--- src/rtl/sysid_boot_checker_pkg.sv ---
// Shared constants for the system-ID boot checker: state encoding, slave word
// addresses and counter widths.
package sysid_boot_checker_pkg;

  localparam int DATA_W = 32;
  localparam int CNT_W  = 16;
  localparam int LAT_W  = 2;

  localparam logic ADDR_ID = 1'b0;
  localparam logic ADDR_TS = 1'b1;

  localparam logic [2:0] S_IDLE   = 3'd0;
  localparam logic [2:0] S_RD_ID  = 3'd1;
  localparam logic [2:0] S_LAT_ID = 3'd2;
  localparam logic [2:0] S_RD_TS  = 3'd3;
  localparam logic [2:0] S_LAT_TS = 3'd4;
  localparam logic [2:0] S_DONE   = 3'd5;

  typedef enum logic [2:0] {
    ST_IDLE   = S_IDLE,
    ST_RD_ID  = S_RD_ID,
    ST_LAT_ID = S_LAT_ID,
    ST_RD_TS  = S_RD_TS,
    ST_LAT_TS = S_LAT_TS,
    ST_DONE   = S_DONE
  } state_t;

endpackage

--- src/rtl/sysid_boot_checker_read_timer.sv ---
// Wait/timeout counter and read-latency counter used by the boot checker FSM.
module sysid_read_timer
  import sysid_boot_checker_pkg::*;
#(
  parameter int TIMEOUT_CYCLES = 255,
  parameter int READ_LATENCY   = 0
) (
  input  logic clock,
  input  logic reset_n,
  input  logic wait_clr,
  input  logic wait_inc,
  input  logic lat_load,
  output logic wait_hit,
  output logic lat_done
);

  // wait_hit fires during the TIMEOUT_CYCLES-th consecutive stall cycle.
  localparam logic [CNT_W-1:0] WAIT_LIMIT = CNT_W'(TIMEOUT_CYCLES - 1);
  localparam logic [LAT_W-1:0] LAT_LOAD   = LAT_W'((READ_LATENCY > 0) ? (READ_LATENCY - 1) : 0);

  logic [CNT_W-1:0] wait_cnt;
  logic [LAT_W-1:0] lat_cnt;

  always_ff @(posedge clock or negedge reset_n) begin
    if (!reset_n) begin
      wait_cnt <= '0;
      lat_cnt  <= '0;
    end else begin
      if (wait_clr) begin
        wait_cnt <= '0;
      end else if (wait_inc) begin
        wait_cnt <= wait_cnt + CNT_W'(1);
      end
      if (lat_load) begin
        lat_cnt <= LAT_LOAD;
      end else if (lat_cnt != '0) begin
        lat_cnt <= lat_cnt - LAT_W'(1);
      end
    end
  end

  assign wait_hit = (wait_cnt == WAIT_LIMIT);
  assign lat_done = (lat_cnt == '0);

endmodule

--- config.mk ---
export PLATFORM = sky130hd
export DESIGN_NAME = sysid_read_timer
export DESIGN_NICKNAME = d
export VERILOG_FILES = /design/src/rtl/sysid_boot_checker_pkg.sv /design/src/rtl/sysid_boot_checker_read_timer.sv
export SDC_FILE = /design/constraint.sdc
export NUM_CORES = 1
export LEC_CHECK = 0
export BUFFER_PORTS_ARGS = -buffer_cell sky130_fd_sc_hd__buf_2
export CAP_MARGIN = 5
export CORE_MARGIN = 8
export CORE_UTILIZATION = 55
export DETAILED_ROUTE_END_ITERATION = 10
export GPL_TIMING_DRIVEN = 0
export PLACE_DENSITY = 0.74
export SYNTH_ARGS = -nofsm -noshare
export SYNTH_HDL_FRONTEND = slang
export SYNTH_SLANG_ARGS = --single-unit
--- constraint.sdc ---
create_clock -name clock -period 2 [get_ports clock]
set_input_delay 0.3 -clock clock [delete_from_list [all_inputs] [get_ports clock]]
set_output_delay 0.3 -clock clock [all_outputs]
set_load 0.02 [all_outputs]
==> results.py, run 1 <==
metrics = {
    "run_status": {
        "status": "finished clean",
    },
    "drt": {
        "wire_per_inst_microns": 14.5,
        "route.layer.met1.wl_microns": 906,
        "drtPass1Iterations": 4,
        "wl_met3_microns": 83,
        "ant_nets": 0,
        "drt_wl_total_microns": 1900,
        "routed.top_layer": "met4",
        "first_iter_violations": 26,
        "drc_errors": 0,
        "dr_wl_met2_microns": 877,
        "vias": 820,
        "avgViaCountPerCell": 6.26,
    },
    "synthesis": {
        "ys_async_sr_fraction": 1.00,
        "yosysSeqAreaShare": 0.472,
        "yosysTopAreaCellShare": 0.472,
        "netlist_top_cells_area": "dfrtp_1, mux2_2, nor2_1",
        "synth_area_sq_um": 955,
        "ys_seq_elements": 18,
        "yosys.area.top_type": "dfrtp_1",
        "avgSynthCellArea_sq_um": 9.55,
        "synth_top_flop_cell": "dfrtp_1",
        "synth_most_common_cell": "dfrtp_1",
        "synth_edf_count": 0,
        "synthDistinctLibCells": 25,
        "synth_warnings": 0,
        "synthCells": 100,
        "synth_nets": 108,
        "synthTopCellsByCount": "dfrtp_1, nor2_1, a21oi_1",
    },
    "setup_path": {
        "cp-end-kind": "output port",
        "worstPathMaxFanout": 4,
        "cp.required_ns": 1.70,
        "cp_slowest_stage_delay_ns": 0.45,
        "path_class": "flop to output port",
        "cp_cell_sequence": "nand4_1 > or4_1 > nor3_2 > buf_4",
        "cp_slowest_cell": "or4_1",
        "arrival_ns": 1.67,
        "start_kind": "flop",
    },
    "timing": {
        "min_period_ns": 1.97,
        "whs_ns": 0.159,
        "fin_crit_sh": 0.983,
        "fin_tns_setup_ns": 0,
        "setup_violations": 0,
        "max_freq_mhz": 509,
        "final_max_slew_viol_count": 0,
        "final.setup_skew_ns": 0.00126,
        "relSlewSlack": 0.595,
        "tightest_slew_ns": 0.607,
        "finalHoldViolCount": 0,
    },
    "global_routing": {
        "grt_pass1_wl_microns": 3160,
        "grt_pass1_vias": 738,
        "antenna_found_initial": 0,
        "gr-total-overflow": 0,
        "grt_max_degree": 19,
        "grt_use_total": 0.118,
    },
    "floorplanning": {
        "start_util": 0.572,
        "num_io_pins": 7,
        "core_sq_um": 1670,
        "row_count": 15,
        "die_x_microns": 57.7,
        "die_h_microns": 57.7,
        "dieArea_sq_um": 3320,
    },
    "clock_tree": {
        "ctsHtreeMaxLevel": 1,
        "clockRootBuffer": "clkbuf_4",
        "cts_tree": "built",
        "cts_buffers": 3,
        "clock-sinks": 18,
        "clkSlewWorstSetupHoldPaths_ns": 0.11,
        "worstSkewPairLatency_ns": 0.29,
        "cts_buffer_depth": 2,
    },
    "cells_and_area": {
        "n_fill_cell": 135,
        "final_nets": 123,
        "area_growth_pct": 13.6,
        "final_layout_size_suffix_gt1_frac": 0.175,
        "antenna_cells": 0,
    },
    "placed_design": {
        "finalWeightedCongestion": 0.805,
        "hpwlAfterDp_microns": 1280,
        "placement.io_buffers": 5,
    },
    "run": {
        "drv_cap": 0,
    },
    "power": {
        "cellLeakagePower_nw": 0.455,
        "vdd.ir_drop.worst_uv": 380,
        "power_density_nw_per_um2": 681,
    },
    "worst_hold_path": {
        "min_path_type": "input pin to flop",
    },
}
[where the power goes]
group	internal, mW	leakage, nW	switching [mW]
Clock	0.111	0.0210	0.117
Sequential	0.380	0.248	0.0129
Combinational	0.0450	0.186	0.0724
[critical path: cells and delay by family (launching register included)]
kind,cells,cell delay (ns)
buffers and inverters,1,0.17
AND/OR/NAND/NOR,3,0.79
flip-flops,1,0.41
[placed cells by master (no fill, tap or decap)]
master         count
a211oi_1           1
a21oi_1            8
buf_1              1
buf_2              5
buf_4              6
clkbuf_1           1
clkbuf_4           3
clkbuf_8           1
dfrtp_1           18
dlygate4sd3_1      1
ha_1               3
inv_1              4
mux2_2             4
nand2_1            6
nand3_1            2
nand4_1            5
nand4b_1           1
nor2_1            12
nor2b_1            4
nor3_2             1
nor4_1             4
o2111ai_1          2
o21ai_0            4
o31ai_1            3
or3_1              4
or4_1              5
xnor2_1            1
xor2_1             4
[sequential cells by signal (all words and copies together), names as in the netlist]
signal / cells
wait_cnt: 16
lat_cnt: 2
[cell type report]
cell class,count,area (sq um),share of cell area
Multi-Input combinational cell,74,474,0.437
Sequential cell,18,450,0.415
Timing Repair Buffer,10,67.6,0.0623
Clock buffer,4,36.3,0.0334
Tap cell,17,21.3,0.0196
Buffer,4,20.0,0.0185
Inverter,4,15.0,0.0138
[layer usage]
metal	up-vias	GRT usage
met5	-	0
met4	0	0.0524
met3	8	0.0221
met2	24	0.203
met1	397	0.141
li1	391	-
[kinds of logic (layout without fill, tap and decap cells)]
| kind of cell | Yosys count | count (layout) | synth area share |
|---|---|---|---|
| DFF | 18 | 18 | 0.472 |
| adders and majority gates | 3 | 3 | 0.0393 |
| muxes | 4 | 4 | 0.0472 |
| buffers and inverters | 8 | 22 | 0.0367 |
| xor gates and xnor gates | 5 | 5 | 0.0459 |
| and+or+nand+nor | 44 | 44 | 0.246 |
| AOI/OAI and AO/OA | 18 | 18 | 0.113 |
[what timing repair did]
action | CTS | global route
hold endpoints to repair | 18 | 0
gates resized for setup | 0 | 2
pin swaps | 1 | 1
setup buffers | 2 | 2
setup endpoints to repair | 1 | 1
hold buffers | 1 | 0
[metrics by stage]
stage / util / instances / power (mW) / worst slack [ns] / instance area [sq um]
floorplan: - / 100 / 0.481 / 0.176 / 955
global placement: 0.599 / 122 / 0.508 / 0.183 / 1000
detailed placement: 0.599 / 122 / 0.520 / 0.177 / 1000
CTS: 0.636 / 129 / 0.744 / 0.0173 / 1060
global route: 0.649 / 131 / 0.766 / -0.0444 / 1080
finish: 0.649 / 131 / 0.739 / 0.0344 / 1080
[final timing paths]
path	endpoint	slack [ns]	from	cells after the start
setup / recovery	wait_hit	0.03	wait_cnt[6]$_DFFE_PN0P_	4
hold / removal	lat_cnt[1]$_DFFE_PN0P_	0.16	lat_load	2
setup reg to reg	wait_cnt[14]$_DFFE_PN0P_	0.16	wait_cnt[0]$_DFFE_PN0P_	4
hold reg to reg	lat_cnt[1]$_DFFE_PN0P_	0.56	lat_cnt[1]$_DFFE_PN0P_	2
max in group asynchronous	wait_cnt[12]$_DFFE_PN0P_	1.27	reset_n	2
min in group asynchronous	wait_cnt[14]$_DFFE_PN0P_	0.45	reset_n	2
Power figures use the tool's default switching activity.
==> run 2, diff against run 1 <==
ABC_AREA = 1   (was unset)
PLACE_DENSITY = 0.73   (was 0.74)
==> results.py, run 2 <==
metrics = {
    "run_status": {
        "status": "finished clean",
    },
    "synthesis": {
        "synth_top_flop_cell": "dfrtp_1",
        "yosysTopAreaCellShare": 0.415,
        "synthCells": 141,
        "ys_seq_elements": 18,
        "synth_edf_count": 0,
        "yosysSeqAreaShare": 0.415,
        "synth_most_common_cell": "nand2_1",
        "synth_warnings": 0,
        "synthTopCellsByCount": "nand2_1, nor2_1, dfrtp_1",
        "ys_async_sr_fraction": 1.00,
        "avgSynthCellArea_sq_um": 7.69,
        "netlist_top_cells_area": "dfrtp_1, nand2_1, nor2_1",
        "yosys.area.top_type": "dfrtp_1",
        "synth_area_sq_um": 1080,
        "synth_nets": 149,
        "synthDistinctLibCells": 22,
    },
    "timing": {
        "finalHoldViolCount": 0,
        "relSlewSlack": 0.720,
        "fin_crit_sh": 0.933,
        "rsz0062_at_grt": "no",
        "min_period_ns": 1.87,
        "fin_tns_setup_ns": 0,
        "max_freq_mhz": 536,
        "final.setup_skew_ns": 0.00516,
        "setup_violations": 0,
        "tightest_slew_ns": 0.420,
        "final_max_slew_viol_count": 0,
    },
    "global_routing": {
        "grt_pass1_wl_microns": 3610,
        "gr-total-overflow": 0,
        "grt_max_degree": 19,
        "grt_use_total": 0.128,
        "antenna_found_initial": 0,
        "grt_pass1_vias": 884,
    },
    "setup_path": {
        "cp-end-kind": "output port",
        "arrival_ns": 1.57,
        "start_kind": "flop",
        "worstPathMaxFanout": 4,
        "cp.required_ns": 1.70,
        "path_class": "flop to output port",
    },
    "cells_and_area": {
        "area_growth_pct": 10.2,
        "final_layout_size_suffix_gt1_frac": 0.164,
        "regMostFlops": "wait_cnt",
        "fin_cells": 179,
        "antenna_cells": 0,
        "largest_reg_flops": 16,
        "largest_registers": "wait_cnt (16), lat_cnt (2)",
        "final_common_cell": "nand2_1",
        "mostFrequentLayoutCells": "nand2_1, nor2_1, dfrtp_1",
        "final_nets": 161,
        "n_fill_cell": 173,
    },
    "floorplanning": {
        "dieArea_sq_um": 3650,
        "row_count": 16,
        "die_x_microns": 60.4,
        "core_sq_um": 1900,
        "die_h_microns": 60.4,
        "num_io_pins": 7,
        "start_util": 0.570,
    },
    "placed_design": {
        "finalWeightedCongestion": 0.883,
        "placement.io_buffers": 6,
        "dp_cells": 174,
        "hpwlAfterDp_microns": 1500,
    },
    "clock_tree": {
        "cts_buffer_depth": 2,
        "clkSlewWorstSetupHoldPaths_ns": 0.11,
        "cts_tree": "built",
        "clock-sinks": 18,
        "postCtsSetupRepairBufs": 0,
        "cts_buffers": 3,
        "ctsHtreeMaxLevel": 1,
        "clockRootBuffer": "clkbuf_4",
        "cts_resized": 0,
        "worstSkewPairLatency_ns": 0.29,
    },
    "drt": {
        "avgViaCountPerCell": 5.03,
        "wire_per_inst_microns": 11.0,
        "drc_errors": 0,
        "drtPass1Iterations": 4,
        "drt_wl_total_microns": 1970,
        "first_iter_violations": 20,
        "ant_nets": 0,
        "vias": 900,
    },
    "run": {
        "drv_cap": 0,
    },
    "power": {
        "cellLeakagePower_nw": 0.565,
        "power_density_nw_per_um2": 665,
        "vdd.ir_drop.worst_uv": 558,
    },
    "worst_hold_path": {
        "min_path_type": "input pin to flop",
    },
}
run 2: worst paths after layout:
kind / slack [ns] / depth (start not counted) / startpoint / end
max in group asynchronous: 1.24 / 2 / reset_n / wait_cnt[15]$_DFFE_PN0P_
setup reg to reg: 0.73 / 7 / wait_cnt[1]$_DFFE_PN0P_ / wait_cnt[14]$_DFFE_PN0P_
min in group asynchronous: 0.46 / 2 / reset_n / wait_cnt[1]$_DFFE_PN0P_
hold reg to reg: 0.55 / 1 / wait_cnt[3]$_DFFE_PN0P_ / wait_cnt[3]$_DFFE_PN0P_
setup / recovery: 0.13 / 5 / wait_cnt[4]$_DFFE_PN0P_ / wait_hit
hold / removal: 0.17 / 2 / lat_load / lat_cnt[1]$_DFFE_PN0P_
run 2: report_power, final:
part	leakage (nW)	switching, mW	internal, mW
combinational	0.296	0.106	0.0605
clock	0.0210	0.113	0.111
sequential	0.248	0.0154	0.389
total	0.565	0.235	0.560
run 2: metal layers:
metal,track usage,part of all wire,routed length (microns),vias to the layer above
li1,-,-,-,469
met1,0.169,0.50,976,421
met2,0.206,0.47,931,10
met3,0.0191,0.032,63,0
met4,0.0498,0,0,0
met5,0,0,0,-
run 2: logic make-up after synthesis:
| family | share of synthesized area |
|---|---|
| flip-flops | 0.415 |
| AO/OA/AOI/OAI | 0.0854 |
| adder cells (fa/ha/maj) | 0.0346 |
| buffers and inverters | 0.0738 |
| AND/OR/NAND/NOR | 0.391 |
run 2: timing repair:
item | in CTS | in global routing
setup endpoints to repair | 0 | 0
hold buffers | 1 | 0
hold endpoints to repair | 18 | 0
run 2: stage by stage:
stage / total power, mW / instance area, sq um / setup slack, ns / hold WS, ns / util
6_report: 0.795 / 1190 / 0.135 / 0.172 / 0.628
5_1_grt: 0.857 / 1190 / 0.0397 / 0.165 / 0.628
4_1_cts: 0.815 / 1190 / 0.135 / 0.156 / 0.628
3_5_place_dp: 0.579 / 1150 / 0.483 / 0.257 / 0.604
3_3_place_gp: 0.567 / 1150 / 0.516 / 0.254 / 0.604
2_1_floorplan: 0.530 / 1080 / 0.431 / 0.00441 / -
run 2: layout make-up:
| type | instances | area (sq um) | share of cell area |
|---|---|---|---|
| well taps | 27 | 33.8 | 0.0283 |
| clock buffers | 4 | 36.3 | 0.0304 |
| multi-input cells | 105 | 554 | 0.464 |
| plain buffers | 1 | 13.8 | 0.0115 |
| inverters | 17 | 66.3 | 0.0555 |
| flip-flops and latches | 18 | 450 | 0.377 |
| repair buffers | 7 | 40.0 | 0.0335 |
run 2: critical path, stage by stage, from the launching register on:
cell and delay (ns):
dfrtp_1 0.41, nand2_1 0.10, nor2_1 0.25, nand2_1 0.09
nor3b_1 0.22, buf_2 0.21
==> run 3, diff against run 2 <==
CORE_UTILIZATION = 52   (was 55)
GPL_TIMING_DRIVEN = 1   (was 0)
clock period = 1.6 ns   (was 2 ns; I/O delays follow)
==> results.py, run 3 (synthesis results as in run 2) <==
metrics = {
    "cells_and_area": {
        "fin_cells": 189,
        "final_nets": 171,
        "largest_reg_flops": 16,
        "final_common_cell": "nand2_1",
        "fin_area_sq_um": 1290,
        "n_fill_cell": 190,
        "final_layout_size_suffix_gt1_frac": 0.253,
        "largest_registers": "wait_cnt (16), lat_cnt (2)",
        "regMostFlops": "wait_cnt",
        "area_growth_pct": 18.9,
        "mostFrequentLayoutCells": "nand2_1, nor2_1, dfrtp_1",
        "antenna_cells": 0,
        "final_util": 0.658,
    },
    "setup_path": {
        "start_kind": "flop",
        "cp_slowest_stage_delay_ns": 0.42,
        "cp_slowest_cell": "dfrtp_1",
        "crit_top_cell": "nand2_2",
        "cp.required_ns": 1.36,
        "arrival_ns": 1.39,
        "worstPathMaxFanout": 4,
        "cp_cell_sequence": "nand2_2 > nor2_4 > nand2_2 > nor3b_2 > buf_4",
        "path_class": "flop to output port",
        "cp-end-kind": "output port",
    },
    "clock_tree": {
        "cts_buffer_depth": 2,
        "cts_buffers": 3,
        "clockRootBuffer": "clkbuf_4",
        "worstSkewPairLatency_ns": 0.30,
        "cts_tree": "built",
        "clock-sinks": 18,
        "ctsHtreeMaxLevel": 1,
        "clkSlewWorstSetupHoldPaths_ns": 0.10,
    },
    "floorplanning": {
        "dieArea_sq_um": 3800,
        "die_h_microns": 61.7,
        "die_x_microns": 61.7,
        "num_io_pins": 7,
        "core_sq_um": 1960,
        "row_count": 16,
        "start_util": 0.553,
    },
    "placed_design": {
        "dpl_cell_area_sq_um": 1140,
        "dp_cells": 174,
        "hpwlAfterDp_microns": 1570,
        "finalWeightedCongestion": 0.825,
        "placement.io_buffers": 6,
        "dpl_worst_slack_ns": 0.143,
    },
    "timing": {
        "min_period_ns": 1.63,
        "final.setup_skew_ns": 0.00283,
        "max_freq_mhz": 613,
        "final_max_slew_viol_count": 0,
        "layout_setup_ws_ns": -0.0318,
        "tightest_slew_ns": 0.430,
        "fin_tns_setup_ns": -0.0318,
        "fin_crit_sh": 1.02,
        "setup_violations": 1,
        "finalHoldViolCount": 0,
        "relSlewSlack": 0.713,
        "rsz0062_at_grt": "yes",
        "whs_ns": 0.0958,
    },
    "drt": {
        "ant_nets": 0,
        "wire_per_inst_microns": 11.9,
        "vias": 968,
        "first_iter_violations": 27,
        "avgViaCountPerCell": 5.12,
        "drt_wl_total_microns": 2250,
        "drtPass1Iterations": 4,
        "drc_errors": 0,
    },
    "global_routing": {
        "grt_pass1_vias": 933,
        "antenna_found_initial": 0,
        "grt_pass1_wl_microns": 3970,
        "grt_max_degree": 19,
        "grt_use_total": 0.142,
        "gr-total-overflow": 0,
    },
    "power": {
        "finalPower_mw": 1.01,
        "cellLeakagePower_nw": 0.618,
        "power_density_nw_per_um2": 784,
        "vdd.ir_drop.worst_uv": 718,
    },
    "run_status": {
        "violations": "negative setup slack",
        "status": "finished, violations left",
    },
    "worst_hold_path": {
        "min_path_type": "input pin to flop",
    },
    "run": {
        "drv_cap": 0,
    },
}
[run 3: cell count changes in the layout (fill, tap and decap cells not counted)]
cell	before	now
buf_4	0	12
nand2_1	34	32
nand2_2	2	4
buf_2	6	5
clkbuf_8	2	1
inv_1	16	15
inv_2	0	1
nor2_1	26	25
nor2_4	5	6
nor3b_1	1	0
nor3b_2	0	1
nor4_1	1	0
nor4_2	0	1
[run 3: routing by layer]
metal  wire length, microns  vias to the layer above  global-route usage
met5                      0                        -                   0
met4                     49                        0              0.0682
met3                     82                        5              0.0313
met2                   1040                       17               0.226
met1                   1070                      458               0.176
li1                       -                      488                   -
[run 3: worst max-delay path: cells and delay by family, from the launching register on]
family                 cells  cell delay (ns)
and+or+nand+nor            4             0.52
DFF                        1             0.42
buffers and inverters      1             0.16
[run 3: path summary, 6_finish.rpt]
check / cells after the start / startpoint / end / slack, ns
max: 5 / wait_cnt[7]$_DFFE_PN0P_ / wait_hit / -0.03
min: 2 / lat_load / lat_cnt[0]$_DFFE_PN0P_ / 0.1
max reg2reg: 6 / wait_cnt[0]$_DFFE_PN0P_ / wait_cnt[6]$_DFFE_PN0P_ / 0.25
min reg2reg: 2 / wait_cnt[15]$_DFFE_PN0P_ / wait_cnt[15]$_DFFE_PN0P_ / 0.57
max in group asynchronous: 2 / reset_n / wait_cnt[3]$_DFFE_PN0P_ / 0.90
min in group asynchronous: 2 / reset_n / wait_cnt[11]$_DFFE_PN0P_ / 0.41
[run 3: power breakdown]
group	switching, mW	total [mW]	internal (mW)	leakage, nW
Sequential	0.0193	0.505	0.486	0.248
Clock	0.146	0.285	0.139	0.0210
Combinational	0.142	0.222	0.0801	0.350
[run 3: what timing repair did]
| action | 4_1_cts | 5_1_grt |
|---|---|---|
| gates resized for setup | 7 | 1 |
| endpoints found under the hold margin | 18 | 0 |
| pin swaps | 1 | 3 |
| buffers inserted | 8 | 2 |
| hold buffers | 1 | 0 |
| endpoints found under the setup margin | 1 | 1 |
[run 3: cell type report]
| type | instances | area [sq um] | share of cell area |
|---|---|---|---|
| Tap cell | 27 | 33.8 | 0.0262 |
| Inverter | 17 | 66.3 | 0.0514 |
| Timing Repair Buffer | 18 | 125 | 0.0970 |
| Multi-Input combinational cell | 105 | 578 | 0.448 |
| Sequential cell | 18 | 450 | 0.349 |
| Clock buffer | 4 | 36.3 | 0.0281 |
